**src/rtl/mips_pkg.sv**
```systemverilog
// Shared MIPS32 definitions: opcodes, register-source decode helpers and
// the hazard sequencer state encoding.
package mips_pkg;

   localparam int unsigned OP_W   = 6;
   localparam int unsigned REG_W  = 5;
   localparam int unsigned NEED_W = 2;
   localparam int unsigned REM_W  = 2;

   localparam logic [OP_W-1:0] OP_RTYPE = 6'b000000;
   localparam logic [OP_W-1:0] OP_LW    = 6'b100011;
   localparam logic [OP_W-1:0] OP_SW    = 6'b101011;
   localparam logic [OP_W-1:0] OP_BEQ   = 6'b000100;
   localparam logic [OP_W-1:0] OP_J     = 6'b000010;
   localparam logic [OP_W-1:0] OP_ADDI  = 6'b001000;

   typedef enum logic [1:0] {
      RUN   = 2'd0,
      STALL = 2'd1,
      FLUSH = 2'd2
   } seq_state_t;

   function automatic logic src_rs(input logic [OP_W-1:0] op);
      return op != OP_J;
   endfunction

   // rt is a true source only for R-type, stores and branches
   function automatic logic src_rt(input logic [OP_W-1:0] op);
      case (op)
         OP_RTYPE, OP_SW, OP_BEQ: return 1'b1;
         OP_LW, OP_ADDI:          return 1'b0;
         default:                 return 1'b0;
      endcase
   endfunction

endpackage

```
**src/rtl/hazard_detect.sv**
```systemverilog
// Combinational hazard detection: number of bubble cycles the ID
// instruction needs before its operands are available (0..2).
module hazard_detect
   import mips_pkg::*;
(
   input  logic [31:0]       instr,
   input  logic              id_ex_mem_read,
   input  logic              id_ex_reg_write,
   input  logic [REG_W-1:0]  id_ex_dest_reg,
   input  logic              ex_mem_mem_read,
   input  logic [REG_W-1:0]  ex_mem_dest_reg,
   output logic [NEED_W-1:0] need
);

   logic [OP_W-1:0]  op;
   logic [REG_W-1:0] rs;
   logic [REG_W-1:0] rt;
   logic             ex_hit;
   logic             mem_hit;
   logic             unused_imm;

   assign op         = instr[31:26];
   assign rs         = instr[25:21];
   assign rt         = instr[20:16];
   assign unused_imm = ^instr[15:0];

   // register 0 is hardwired, so it never creates a dependency
   assign ex_hit  = (id_ex_dest_reg != '0) &&
                    ((src_rs(op) && (id_ex_dest_reg == rs)) ||
                     (src_rt(op) && (id_ex_dest_reg == rt)));
   assign mem_hit = (ex_mem_dest_reg != '0) &&
                    ((src_rs(op) && (ex_mem_dest_reg == rs)) ||
                     (src_rt(op) && (ex_mem_dest_reg == rt)));

   always_comb begin
      need = '0;
      if (op == OP_BEQ) begin
         if (id_ex_mem_read && ex_hit)
            need = NEED_W'(2);
         else if ((id_ex_reg_write && ex_hit) || (ex_mem_mem_read && mem_hit))
            need = NEED_W'(1);
      end else if (id_ex_mem_read && ex_hit) begin
         need = NEED_W'(1);
      end
   end

endmodule

```
**src/rtl/hazard_sequencer.sv**
```systemverilog
// Pipeline hazard sequencer: ID bubbles, PC/IF-ID holds, IF flushes and
// saturating performance counters for the 5-stage MIPS32 core.
module hazard_sequencer
   import mips_pkg::*;
#(
   parameter int unsigned CNT_WIDTH = 16
) (
   input  logic                 clk,
   input  logic                 reset,
   input  logic [31:0]          instr,
   input  logic                 id_ex_mem_read,
   input  logic                 id_ex_reg_write,
   input  logic [REG_W-1:0]     id_ex_dest_reg,
   input  logic                 ex_mem_mem_read,
   input  logic [REG_W-1:0]     ex_mem_dest_reg,
   input  logic                 branch_taken,
   input  logic                 jump,
   input  logic                 freeze,
   output logic                 pc_write,
   output logic                 if_id_write,
   output logic                 if_flush,
   output logic                 Data_Hazard,
   output logic                 Control_Hazard,
   output logic [CNT_WIDTH-1:0] stall_cycles,
   output logic [CNT_WIDTH-1:0] flush_count
);

   seq_state_t        state, state_nxt;
   logic [REM_W-1:0]  rem, rem_nxt;
   logic [NEED_W-1:0] need;
   logic              stall_c;

   hazard_detect u_detect (
      .instr           (instr),
      .id_ex_mem_read  (id_ex_mem_read),
      .id_ex_reg_write (id_ex_reg_write),
      .id_ex_dest_reg  (id_ex_dest_reg),
      .ex_mem_mem_read (ex_mem_mem_read),
      .ex_mem_dest_reg (ex_mem_dest_reg),
      .need            (need)
   );

   always_ff @(posedge clk or negedge reset) begin
      if (!reset) begin
         state <= RUN;
         rem   <= '0;
      end else begin
         state <= state_nxt;
         rem   <= rem_nxt;
      end
   end

   // Outputs follow the current state; reset low forces the idle values
   always_comb begin
      state_nxt      = state;
      rem_nxt        = rem;
      stall_c        = 1'b0;
      pc_write       = 1'b1;
      if_id_write    = 1'b1;
      if_flush       = 1'b0;
      Data_Hazard    = 1'b1;
      Control_Hazard = 1'b0;
      if (reset) begin
         if (freeze) begin
            pc_write    = 1'b0;
            if_id_write = 1'b0;
         end else begin
            case (state)
               RUN: begin
                  if (need != '0) begin
                     stall_c = 1'b1;
                     if (need == NEED_W'(2)) begin
                        state_nxt = STALL;
                        rem_nxt   = REM_W'(1);
                     end
                  end else if (branch_taken || jump) begin
                     if_flush  = 1'b1;
                     state_nxt = FLUSH;
                  end
               end
               STALL: begin
                  stall_c = 1'b1;
                  rem_nxt = rem - REM_W'(1);
                  if (rem_nxt == '0)
                     state_nxt = RUN;
               end
               FLUSH: begin
                  Control_Hazard = 1'b1;
                  state_nxt      = RUN;
               end
               default: state_nxt = RUN;
            endcase
            if (stall_c) begin
               pc_write    = 1'b0;
               if_id_write = 1'b0;
               Data_Hazard = 1'b0;
            end
         end
      end
   end

   // Saturating performance counters
   always_ff @(posedge clk or negedge reset) begin
      if (!reset) begin
         stall_cycles <= '0;
         flush_count  <= '0;
      end else begin
         if (stall_c && (stall_cycles != '1))
            stall_cycles <= stall_cycles + CNT_WIDTH'(1);
         if (if_flush && (flush_count != '1))
            flush_count <= flush_count + CNT_WIDTH'(1);
      end
   end

endmodule

```
**config.mk**
```make
export PLATFORM = sky130hd
export DESIGN_NAME = hazard_sequencer
export DESIGN_NICKNAME = d
export VERILOG_FILES = /design/src/rtl/mips_pkg.sv /design/src/rtl/hazard_detect.sv /design/src/rtl/hazard_sequencer.sv
export SDC_FILE = /design/constraint.sdc
export NUM_CORES = 1
export LEC_CHECK = 0
export ABC_CLOCK_PERIOD_IN_PS = 5450
export CAP_MARGIN = 20
export CORE_ASPECT_RATIO = 1.75
export CORE_MARGIN = 3
export CORE_UTILIZATION = 47
export DETAILED_ROUTE_END_ITERATION = 10
export PLACE_DENSITY = 0.86
export SYNTH_ARGS = -nofsm -noshare
export SYNTH_HDL_FRONTEND = slang
export SYNTH_SLANG_ARGS = --single-unit
```
**constraint.sdc**
```tcl
create_clock -name clk -period 5.45 [get_ports clk]
set_input_delay 0.8175 -clock clk [delete_from_list [all_inputs] [get_ports clk]]
set_output_delay 0.8175 -clock clk [all_outputs]
set_load 0.01 [all_outputs]
```
=== Yosys cells after proc, flatten, opt, wreduce, memory -nomap -nowiden ===
Cells that the tools add are included.

* Register bits after elaboration: 36
* Input port bits: 50
* Output and inout port bits: 37
* Logic and storage cells: 81

* Add/sub/neg operators: 3
* Equal/unequal tests: 17
* Multiplexer cells: 31
* Bitwise gates (word level): 1
* Reduce and logical (&&, ||, !) cells: 25

{| class="wikitable"
|+ Operators by type and width
! kind !! count
|-
| $add 16x1->16 const B || 2
|-
| $ne 16x16->1 const B || 2
|-
| $mux 1 || 21
|-
| $eq 5x5->1 || 4
|-
| $mux 2 || 7
|-
| $logic_and 1x1->1 || 11
|-
| $reduce_and 5->1 || 2
|-
| $reduce_bool 5->1 || 2
|-
| $pmux 2 s2 || 2
|-
| $eq 6x3->1 const B || 1
|-
| $eq 6x6->1 const B || 1
|-
| $logic_not 6->1 || 1
|-
| $ne 2x2->1 const B || 3
|-
| $ne 3x3->1 const B || 2
|-
| $ne 6x2->1 const B || 1
|-
| $eq 2x2->1 const B || 2
|-
| $logic_not 2->1 || 2
|-
| $logic_or 1x1->1 || 4
|-
| $reduce_bool 2->1 || 2
|-
| $reduce_or 3->1 || 1
|-
| $eq 2x1->1 const B || 1
|-
| $pmux 1 s2 || 1
|-
| $sub 2x1->2 const B || 1
|-
| $not 1->1 || 1
|}

=== Logic depth before layout (Yosys ltp) ===
* Depth after elaboration: 19
* Gate-level depth with buffers: 10
* Gate-level depth less buffers: 8

=== Cells and area by module ===
Synthesis repeated with hierarchy kept, for this count alone.

* Cell total of the unflattened synthesis: 201
* Area total of the unflattened synthesis: 2,157.1 sq um

{| class="wikitable"
|+ By module, submodules not included
! module !! instances !! cells each !! area an instance (sq um) !! seq. area each (sq um)
|-
| hazard_sequencer || 1 || 152 || 1,786.7 || 900.9
|-
| hazard_detect || 1 || 49 || 370.4 || 0.0
|}

=== Least setup slack after synthesis ===
No wires, ideal clock.

* Kind: input port to output port
* Start: input port id_ex_dest_reg[0]
* End: output port pc_write
* Arrival time: 2,707 ps
* Required time: 4,633 ps
* Path slack: 1,925 ps
* Stages on the path: 9
* Buffers on the path: 2
* Cells stage by stage: or4_4 nor2_2 nor4b_1 o21ba_1 or3_1 clkbuf_1 nor2b_1 o21ai_1 buf_4

* Cells in the longest elaborated chain, start to end: 17
* Elaborated cells on any way between the ends: 22
* Classes of those cells: eq/ne: 2; mux: 11; reduce/logical: 9

{| class="wikitable"
|+ RTL lines
! element !! line !! text
|-
| start: declaration || hazard_sequencer.sv:13 || <nowiki>input logic [REG_W-1:0] id_ex_dest_reg,</nowiki>
|-
| $eq 5x5->1, on equally long branches || hazard_detect.sv:29, hazard_detect.sv:30 ||
|-
| $logic_and 1x1->1, on equally long branches || hazard_detect.sv:29, hazard_detect.sv:30 ||
|-
| $logic_or 1x1->1 || hazard_detect.sv:29 || <nowiki>((src_rs(op) && (id_ex_dest_reg == rs)) ||</nowiki>
|-
| $logic_and 1x1->1 * || hazard_detect.sv:28 || <nowiki>assign ex_hit = (id_ex_dest_reg != '0) &&</nowiki>
|-
| $logic_and 1x1->1 || hazard_detect.sv:40 || <nowiki>else if ((id_ex_reg_write && ex_hit) || (ex_mem_mem_read && mem_hit))</nowiki>
|-
| $logic_or 1x1->1 || hazard_detect.sv:40 ||
|-
| $mux 1 || hazard_detect.sv:40 ||
|-
| $mux 2 || hazard_detect.sv:38 || <nowiki>if (id_ex_mem_read && ex_hit)</nowiki>
|-
| $mux 2 * || hazard_detect.sv:37 || <nowiki>if (op == OP_BEQ) begin</nowiki>
|-
| $reduce_bool 2->1 * || hazard_sequencer.sv:70 || <nowiki>if (need != '0) begin</nowiki>
|-
| $mux 1 * || hazard_sequencer.sv:70 ||
|-
| $pmux 1 s2 * || hazard_sequencer.sv:68 || <nowiki>case (state)</nowiki>
|-
| $mux 1 * || hazard_sequencer.sv:64 || <nowiki>if (freeze) begin</nowiki>
|-
| $mux 1 * || hazard_sequencer.sv:63 || <nowiki>if (reset) begin</nowiki>
|-
| $mux 1 * (3 in a row) || -- ||
|-
| end: declaration || hazard_sequencer.sv:19 || <nowiki>output logic pc_write,</nowiki>
|}

Mark *: on every way between the ends. The rest lies on a longest branch, timed or not. The select of a mux whose other input is x is not followed.

=== Worst setup path after layout ===
* Start: input port id_ex_dest_reg[0]
* End: output port if_id_write

* Cells in the longest elaborated chain, start to end: 17
* Elaborated cells on any way between the ends: 22
* Classes of those cells: eq/ne: 2; mux: 11; reduce/logical: 9

{| class="wikitable"
|+ RTL lines
! element !! line !! text
|-
| $eq 5x5->1, on equally long branches || hazard_detect.sv:29, hazard_detect.sv:30 ||
|-
| $logic_and 1x1->1, on equally long branches || hazard_detect.sv:29, hazard_detect.sv:30 ||
|-
| $logic_or 1x1->1 || hazard_detect.sv:29 ||
|-
| $logic_and 1x1->1 * || hazard_detect.sv:28 ||
|-
| $logic_and 1x1->1 || hazard_detect.sv:40 ||
|-
| $logic_or 1x1->1 || hazard_detect.sv:40 ||
|-
| $mux 1 || hazard_detect.sv:40 ||
|-
| $mux 2 || hazard_detect.sv:38 ||
|-
| $mux 2 * || hazard_detect.sv:37 ||
|-
| $reduce_bool 2->1 * || hazard_sequencer.sv:70 ||
|-
| $mux 1 * || hazard_sequencer.sv:70 ||
|-
| $pmux 1 s2 * || hazard_sequencer.sv:68 ||
|-
| $mux 1 * || hazard_sequencer.sv:64 ||
|-
| $mux 1 * || hazard_sequencer.sv:63 ||
|-
| $mux 1 * || hazard_sequencer.sv:93 || <nowiki>if (stall_c) begin</nowiki>
|-
| $mux 1 * || hazard_sequencer.sv:64 ||
|-
| $mux 1 * || hazard_sequencer.sv:63 ||
|-
| end: declaration || hazard_sequencer.sv:20 || <nowiki>output logic if_id_write,</nowiki>
|}

Marks and branches as above.

==> impl_results.md <==
- Crit Path Max Fanout: 17
- Reg2Reg Depth: 7
- CP Class: input pin to output pin
- Hold Crit Class: flip-flop to flip-flop
- Hold Path Sink: stall_cycles[8]$_DFFE_PN0P_
- Die H: 95.6 um
- Top-count cell post-synth: dfrtp_1
- Seq cells post-synth: 36
- Post-synth EDFFs: 0
- First-pass GRT wire length: 8700 um
- Synthesized Nets: 273
- Mapped cell area: 0.00215 mm2
- Clock Path Buffers: 2
- Site Rows: 32
- Hold path start: stall_cycles[8]$_DFFE_PN0P_
- Status: completed
- GRT Total Usage: 0.204
- Starting density of the core: 0.489
- F_max: 216 MHz
- Initial antenna violation count: 0
- Post_cts resized: 0
- Startpoint class of the critical path: input pin
- Worst skew pair latency: 0.28 ns
- Grt ovf: 0
- Final Wtd Congestion: 0.823
- Avg Vias per Cell: 5.52
- Lkg Pwr: 1.26 nW
- Setup Skew: 0.00213 ns
- Max-Cap Viols: 0
- Vias: 1895
- Share of cells above drive strength 1: 0.0514
- Crit. End Element: output pin
- Hold path depth: 1
- Die Span X: 57.2 um
- DR iter-0 viols: 35
- Post-synth top area cell: dfrtp_1
- CP required: 4.63 ns
- Final min period: 4.62 ns
- Post-DP HPWL: 4050 um
- Vias in the first global route: 1993
- Power density over the cells: 227 mW/mm2
- TritonCTS Buffers: 5
- Final total power: 0.671 mW
- RR Startpoint: stall_cycles[0]$_DFFE_PN0P_
- Port bufs: 70
- Largest cells by area after synthesis: dfrtp_1 42%, xnor2_1 13%, xor2_1 4.9%
- Final slew viol count: 0
- TritonCTS clock tree: built
- R2R Path End: stall_cycles[1]$_DFFE_PN0P_
- Initial DRT Pass Iterations: 6
- Flop-to-flop setup slack: 3.15 ns
- Clock sinks: 36
- Die area: 0.00546 mm2
- I/O Pins: 87
- Synth unique cells: 46
- Most instantiated cells after synthesis: 36 x dfrtp_1, 33 x xnor2_1, 19 x nand2_1, 19 x nand3_1, 13 x nand4_1
- # diodes: 0
- Post-synthesis sequential area ratio: 0.418
- Synth-to-Final Area Change: 37.4%
- Final setup fails: 0
- Relative slew slack: 0.461
- Post-synth top area share: 0.418
- Core Area: 0.00440 mm2
- Worst slew pin tran: 0.802 ns
- Ys flop type: dfrtp_1
- Post-route DRC: 0
- Period utilization: 0.848
- Final hold violation count: 0
- Setup Total Neg Slack: 0 ns
- Warnings from Yosys: 0
- Largest net degree at the start of global routing: 38
- Peak supply drop: 0.000239 V
- Final wirelength: 5230 um
- Cells after synthesis: 220
- Wirelength per Cell: 15.3 um
- Post-CTS setup buffers: 0
- CTS H-tree lvls: 2
- Remaining antenna violation count after routing: 0
- NumNets Final: 345
- # hold bufs at CTS: 0
- Core Util, Final: 0.672
- CTS Root Cell: clkbuf_8
- Clk slew on worst S/H paths: 0.07 ns
- Critical path arrival: 3.80 ns
- Syn Area/Cell: 9.79 um2
- Unrepaired setup endpoints after global routing: no
- Fraction of registers with async set/reset: 1.00
-- report_power, final --
group / switching (mW) / total (mW) / internal (mW)
logic: 0.0685 / 0.169 / 0.101
registers: 0.0328 / 0.324 / 0.291
clock network: 0.0915 / 0.178 / 0.0869
total: 0.193 / 0.671 / 0.479
-- per-stage QoR --
stage / instance area (um2) / worst slack (ns) / instances / hold slack [ns]
4_1_cts: 2960 / 0.821 / 343 / 0.512
6_report: 2960 / 0.828 / 343 / 0.507
2_1_floorplan: 2150 / 1.93 / 220 / 0.465
3_5_place_dp: 2880 / 0.815 / 336 / 0.492
5_1_grt: 2960 / 0.704 / 343 / 0.529
3_3_place_gp: 2880 / 0.853 / 336 / 0.473
-- critical path: stages --
cell and delay [ns]:
clkdlybuf4s50_1 0.48, or4_4 0.57, nor2_2 0.11, nor4b_1 0.07, o21ba_1 0.19, or3_1 0.59, nor2b_1 0.24, o21ai_1 0.15
clkdlybuf4s50_1 0.58
-- registers in the layout, summed over array words and instances (netlist names) --
register / flops
rem: 2
stall_cycles: 16
state: 2
flush_count: 16
-- kinds of logic after synthesis --
family | Yosys count | synth area share
simple gates | 104 | 0.269
buf+inv | 12 | 0.0314
fa+ha+maj | 3 | 0.0174
flops | 36 | 0.418
xor+xnor | 46 | 0.190
mux | 5 | 0.0279
compound gates | 14 | 0.0459
-- per-layer routing --
layer / vias to the layer above / track usage / routed length (um)
met5: - / 0 / 0
met4: 0 / 0.110 / 145
met3: 15 / 0.0352 / 245
met2: 57 / 0.365 / 2770
met1: 906 / 0.226 / 2070
li1: 917 / - / -
-- area by class of cell --
type                            count  area (um2)
Multi-Input combinational cell    172        1190
Inverter                            6        23.8
Sequential cell                    36         901
Fill cell                         381        1440
Timing Repair Buffer               71         708
Clock buffer                        6        72.6
Tap cell                           51        63.8
Clock inverter                      1        5.00
-- worst max path at each step --
stage | depth (start not counted) | start | slack, ns | end
after floorplan | 9 | id_ex_dest_reg[0] | 1.93 | pc_write
after global placement | 9 | id_ex_dest_reg[0] | 0.85 | if_id_write
after detailed placement | 9 | id_ex_dest_reg[0] | 0.82 | if_id_write
after CTS | 9 | id_ex_dest_reg[0] | 0.82 | if_id_write
after global routing | 9 | id_ex_dest_reg[0] | 0.70 | if_id_write
final | 9 | id_ex_dest_reg[0] | 0.83 | if_id_write
-- cells in the final DEF, fill, tap and decap left out, types with 3 or more instances in the layout --
cell type,netlist,final
mux2_1,4,4
clkbuf_8,0,5
nor3_1,6,6
ha_1,3,3
nand4_1,13,13
nor4_1,5,5
nand3_1,19,19
o21ai_0,3,3
nor2_1,11,11
or3_1,3,3
nor2b_1,3,3
nand2_1,19,19
dfrtp_1,36,36
clkdlybuf4s50_1,0,70
xnor2_1,33,33
inv_1,5,5
and3_1,9,9
xor2_1,12,12
Note: power is estimated with default switching activity, not from simulation.
